`config.mk`:
```
export PLATFORM = sky130hd
export DESIGN_NAME = cdb_arbiter
export DESIGN_NICKNAME = d
export VERILOG_FILES = /design/src/rtl/cdb_arbiter.sv
export SDC_FILE = /design/constraint.sdc
export NUM_CORES = 1
export LEC_CHECK = 0
export ABC_AREA = 1
export CAP_MARGIN = 10
export CELL_PAD_IN_SITES_DETAIL_PLACEMENT = 1
export CELL_PAD_IN_SITES_GLOBAL_PLACEMENT = 1
export CORE_ASPECT_RATIO = 1.1
export CORE_MARGIN = 5
export CORE_UTILIZATION = 26
export CTS_CLUSTER_SIZE = 20
export DETAILED_ROUTE_END_ITERATION = 6
export PLACE_DENSITY_LB_ADDON = 0.12
export SLEW_MARGIN = 20
export SYNTH_ARGS = -nofsm -noshare
export SYNTH_HDL_FRONTEND = slang
export SYNTH_SLANG_ARGS = --single-unit
export TNS_END_PERCENT = 50
```
`constraint.sdc`:
```
create_clock -name clk_i -period 4.05 [get_ports clk_i]
set_input_delay 0.405 -clock clk_i [delete_from_list [all_inputs] [get_ports clk_i]]
set_output_delay 0.405 -clock clk_i [all_outputs]
set_load 0.005 [all_outputs]
```
`src/rtl/cdb_arbiter.sv`:
```
// Purpose: arbitrates the Common Data Bus between result producers (0=LSB, 1=ALU, 2=branch)
//          and broadcasts the winner's ROB tag/value through a registered output.
// Latency: 1 cycle from the transfer edge (src_valid_i & src_ready_o) to cdb_valid_o.
// Backpressure: rdy_i=0 freezes every register and drops all grants; clear_i=1 drops grants
//               and kills the next broadcast without touching data or the round-robin pointer.
//
// Ports:
//   clk_i          rising-edge clock
//   rst_ni         asynchronous active-low reset
//   rdy_i          global ready, 0 freezes the block
//   clear_i        synchronous misprediction flush
//   src_valid_i    per-source result pending
//   src_rob_id_i   flattened tags, source i at [i*ROB_W +: ROB_W]
//   src_value_i    flattened results, source i at [i*DATA_W +: DATA_W]
//   src_ready_o    combinational grant, one-hot or zero
//   cdb_valid_o    broadcast valid
//   cdb_rob_id_o   broadcast tag
//   cdb_value_o    broadcast value
//   cdb_src_o      index of the broadcasting source
//
// Build option: define CDB_FIXED_PRIO_EN for strict fixed priority (lowest index wins,
// no round-robin pointer); otherwise round-robin starting after the last winner.

module cdb_arbiter #(
    parameter int NUM_SRC = 3,
    parameter int SRC_W   = 2,
    parameter int ROB_W   = 4,
    parameter int DATA_W  = 32
) (
    input  logic                      clk_i,
    input  logic                      rst_ni,
    input  logic                      rdy_i,
    input  logic                      clear_i,
    input  logic [NUM_SRC-1:0]        src_valid_i,
    input  logic [NUM_SRC*ROB_W-1:0]  src_rob_id_i,
    input  logic [NUM_SRC*DATA_W-1:0] src_value_i,
    output logic [NUM_SRC-1:0]        src_ready_o,
    output logic                      cdb_valid_o,
    output logic [ROB_W-1:0]          cdb_rob_id_o,
    output logic [DATA_W-1:0]         cdb_value_o,
    output logic [SRC_W-1:0]          cdb_src_o
);

    logic               cdb_valid_q;
    logic [ROB_W-1:0]   cdb_rob_id_q;
    logic [DATA_W-1:0]  cdb_value_q;
    logic [SRC_W-1:0]   cdb_src_q;

    logic               grant_any;
    logic [SRC_W-1:0]   grant_idx;
    logic [NUM_SRC-1:0] grant;
    logic [ROB_W-1:0]   sel_rob_id;
    logic [DATA_W-1:0]  sel_value;

`ifdef CDB_FIXED_PRIO_EN
    // Lowest index wins; scanning downward lets the lowest valid index overwrite.
    always_comb begin
        grant_any = 1'b0;
        grant_idx = '0;
        for (int i = NUM_SRC - 1; i >= 0; i--) begin
            if (src_valid_i[i]) begin
                grant_any = 1'b1;
                grant_idx = SRC_W'(i);
            end
        end
    end
`else
    logic [SRC_W-1:0]     last_grant_q;
    logic [SRC_W-1:0]     last_grant_d;
    logic [2*NUM_SRC-1:0] req_dbl;
    logic [NUM_SRC-1:0]   req_rot;
    logic [SRC_W-1:0]     rot_off;
    logic [SRC_W:0]       win_sum;

    // Rotate the request vector so bit 0 is the source right after the last winner;
    // duplicating the vector makes the shift wrap modulo NUM_SRC.
    always_comb begin
        req_dbl   = {src_valid_i, src_valid_i};
        req_rot   = NUM_SRC'(req_dbl >> ({1'b0, last_grant_q} + 1'b1));
        grant_any = 1'b0;
        rot_off   = '0;
        for (int j = 0; j < NUM_SRC; j++) begin
            if (!grant_any && req_rot[j]) begin
                grant_any = 1'b1;
                rot_off   = SRC_W'(j);
            end
        end
        // Map the rotated offset back to a source index; sum never exceeds 2*NUM_SRC-1.
        win_sum = {1'b0, last_grant_q} + {1'b0, rot_off} + (SRC_W+1)'(1);
        if (win_sum >= (SRC_W+1)'(NUM_SRC)) begin
            win_sum = win_sum - (SRC_W+1)'(NUM_SRC);
        end
        grant_idx = win_sum[SRC_W-1:0];
    end

    always_comb begin
        last_grant_d = last_grant_q;
        if (rdy_i && !clear_i && grant_any) begin
            last_grant_d = grant_idx;
        end
    end

    // Reset to the last source so source 0 gets first pick.
    always_ff @(posedge clk_i or negedge rst_ni) begin
        if (!rst_ni) begin
            last_grant_q <= SRC_W'(NUM_SRC - 1);
        end else begin
            last_grant_q <= last_grant_d;
        end
    end
`endif

    // One-hot grant and winner data select; gated off while frozen or flushing.
    always_comb begin
        grant      = '0;
        sel_rob_id = '0;
        sel_value  = '0;
        for (int i = 0; i < NUM_SRC; i++) begin
            if (rdy_i && !clear_i && grant_any && (grant_idx == SRC_W'(i))) begin
                grant[i]   = 1'b1;
                sel_rob_id = src_rob_id_i[i*ROB_W +: ROB_W];
                sel_value  = src_value_i[i*DATA_W +: DATA_W];
            end
        end
    end

    always_ff @(posedge clk_i or negedge rst_ni) begin
        if (!rst_ni) begin
            cdb_valid_q  <= 1'b0;
            cdb_rob_id_q <= '0;
            cdb_value_q  <= '0;
            cdb_src_q    <= '0;
        end else if (rdy_i) begin
            if (clear_i) begin
                cdb_valid_q <= 1'b0;
            end else if (|grant) begin
                cdb_valid_q  <= 1'b1;
                cdb_rob_id_q <= sel_rob_id;
                cdb_value_q  <= sel_value;
                cdb_src_q    <= grant_idx;
            end else begin
                cdb_valid_q <= 1'b0;
            end
        end
    end

    assign src_ready_o  = grant;
    assign cdb_valid_o  = cdb_valid_q;
    assign cdb_rob_id_o = cdb_rob_id_q;
    assign cdb_value_o  = cdb_value_q;
    assign cdb_src_o    = cdb_src_q;

endmodule
```
==> results_dict.tcl <==
set metrics [dict create \
    status "complete, no violations" \
    tightestPinTransition_ns 1.00 \
    dieArea_um2 12100 \
    drc 0 \
    io-pin-count 157 \
    endpoint_kind "primary output" \
    cp_data_arrival_time_ns 3.40 \
    yosysUniqueCellTypes 22 \
    path_cells "clkdlybuf4s50_1, nand2_1, nand3_1, nand2_2, nand3_1, ha_1, inv_1, fa_2, ha_1, nor2_4, nand2_1, nand2_1, nand2_2, nand2_1, nand3_2, nor2_1, clkdlybuf4s50_1" \
    worst_hold_slack_ns 0.0831 \
    utilization_pct 44.0 \
    clock_sinks 41 \
    routabilityCongestion 0.753 \
    syn_avg_cell_area_um2 8.10 \
    clock_skew_ns 0.00367 \
    synth_seq_cells 41 \
    postSynth.asyncResetShare_pct 100 \
    setup_viol 0 \
    clk_path_buf_depth 2 \
    wire_per_inst_um 18.6 \
    slew_viol_final 0 \
    reg2reg_from "last_grant_q[1]" \
    placed_cell_area_um2 4190 \
    core-area_um2 9840 \
    relSlewSlack_pct 33.1 \
    hpwl_um 7430 \
    peakVddDrop_uv 919 \
    nets 572 \
    r2r_end "cdb_value_o[6]" \
    layout-drive-gt1-share_pct 6.59 \
    num_vias 3065 \
    area.growth.synth_to_final_pct 66.5 \
    path_class "in -> out" \
    ys_warn_count 0 \
    grt_pass1_vias 3330 \
    die_height_um 115 \
    ctsHoldBuffers 0 \
    h-tree-depth 2 \
    slowest_stage "clkdlybuf4s50_1" \
    crit_path_max_fanout 5 \
    antennaDiodeCount 0 \
    synth_edf_count 0 \
    yosys_most_used_dff "dfrtp_1" \
    track_usage_pct 17.5 \
    antenna_found_initial 0 \
    max_stage_delay_ns 0.51 \
    synth_area_leaders "dfrtp_1 38%, nand4_1 35%, nand2_1 8.8%" \
    cts.reportedPaths.clkPinSlew_ns 0.09 \
    grt_pass1_wl_um 17100 \
    hold_violations 0 \
    detail-route-antenna-nets 0 \
    synth_common_cells "144 x nand4_1, 61 x nand2_1, 40 x dfrtp_1" \
    cts_root_buf "clkbuf_8" \
    p_leak_nw 1.70 \
    finalCriticalPeriod_ns 3.80 \
    ff2ff_setup_slack_ns 0.83 \
    min_path_type "in -> async" \
    synth_most_common_cell "nand4_1" \
    finalInstanceArea_um2 4330 \
    worst_ep_required_time_ns 3.64 \
    cts-buffers-inserted 5 \
    post-cts-setup-buffer-count 0 \
    viasPerCell 5.33 \
    cts_tree "done" \
    routed_wl_um 10700 \
    ys_seq_area_share_pct 39.5 \
    synth_top_area_share_pct 38.5 \
    fmax_mhz 263 \
    start_kind "primary input" \
    drtIter0Drc 141 \
    syn-cell-area_um2 2600 \
    postSynthCellCount 321 \
    cpMostUsedCell "nand2_1" \
    p_total_mw 4.57 \
    firstDrtPassIters 4 \
    portBuffers 156 \
    grt_max_degree 109 \
    die_w_um 105 \
    reg2regPathDepth 15 \
    num_rows 38 \
    synth_fp_nets 439 \
    grt-ovfl-total 0 \
    timing.final.crit_share_pct 93.9 \
    clk_latency_ns 0.30 \
    synth_top_cell_by_area "dfrtp_1" \
    maxCapViolCount 0 \
    start_util_pct 26.4 \
    power_density_nw_per_um2 1060 \
]
[what timing repair did]
item | in CTS | in global routing
hold endpoints to repair | 0 | 0
resized for setup | 0 | 3
endpoints found under the setup margin | 0 | 2
[through the flow]
step | setup slack [ns] | setup TNS (ns) | instances
floorplan | 1.01 | 0 | 321
global placement | 0.266 | 0 | 567
detailed placement | 0.190 | 0 | 567
CTS | 0.119 | 0 | 575
global route | -0.0000910 | -0.0000910 | 575
finish | 0.246 | 0 | 575
[worst max-delay path by stage]
stage	from	slack (ns)	cells after the start	to
floorplan	last_grant_q[1]	1.01	14	src_ready_o[2]
CTS	last_grant_q[1]	0.12	14	src_ready_o[0]
global route	last_grant_q[0]	-0.00009	16	src_ready_o[1]
global placement	src_valid_i[0]	0.27	15	src_ready_o[0]
finish	src_valid_i[2]	0.25	17	src_ready_o[1]
detailed placement	src_valid_i[2]	0.19	15	src_ready_o[0]
[per-layer routing]
layer / vias up / GRT usage, % / wire length (um)
li1: 1488 / - / -
met1: 1473 / 21.8 / 4430
met2: 98 / 29.5 / 5290
met5: - / 0 / 0
met4: 0 / 4.46 / 86
met3: 6 / 5.33 / 899
[worst max-delay path, delay by kind of cell]
kind,cells,cell delay (ns)
adder cells (fa/ha/maj),3,0.90
buffers and inverters,3,1.00
AND/OR/NAND/NOR,11,1.10
[area by class of cell]
cell class / instances / area (um^2)
fill: 1180 / 5510
timing repair buffer: 163 / 1620
multi-input combinational: 233 / 1360
sequential: 41 / 1030
tap: 120 / 150
clock buffer: 5 / 68.8
clock inverter: 3 / 65.1
inverter: 10 / 37.5
[state kept, by name, summed over array words and instances (netlist names)]
name and flops:
cdb_valid_o 1, cdb_src_o 2, cdb_rob_id_o 4, last_grant_q 2
cdb_value_o 32
[where the power goes]
part           total [mW]  internal (mW)  switching (mW)
Combinational        3.41           1.22            2.19
Sequential          0.753          0.637           0.116
Clock               0.404          0.245           0.159
[cell usage in the layout, fill, tap and decap left out]
| cell type | n |
|---|---|
| clkbuf_8 | 5 |
| nor2_1 | 4 |
| ha_1 | 2 |
| nand3_2 | 1 |
| buf_4 | 7 |
| clkdlybuf4s50_1 | 155 |
| nand2_2 | 3 |
| a21oi_1 | 1 |
| buf_12 | 1 |
| nand4_1 | 144 |
| dfrtp_1 | 40 |
| bufinv_16 | 2 |
| o21ai_1 | 1 |
| clkinv_2 | 1 |
| dfstp_2 | 1 |
| nor2_4 | 5 |
| nand3_4 | 1 |
| o21a_1 | 2 |
| nand3_1 | 8 |
| nand2_1 | 60 |
| fa_2 | 1 |
| inv_2 | 2 |
| inv_1 | 8 |
[cells by family (layout without fill, tap and decap cells)]
logic type / count (synthesis) / after routing / share of synthesized area [%]
AND/OR/NAND/NOR: 226 / 226 / 48.1
buffers and inverters: 47 / 181 / 9.67
flip-flops: 41 / 41 / 39.5
AO/OA/AOI/OAI: 4 / 4 / 0.962
adder cells (fa/ha/maj): 3 / 3 / 1.73
Note: power is estimated with default switching activity, not from simulation.
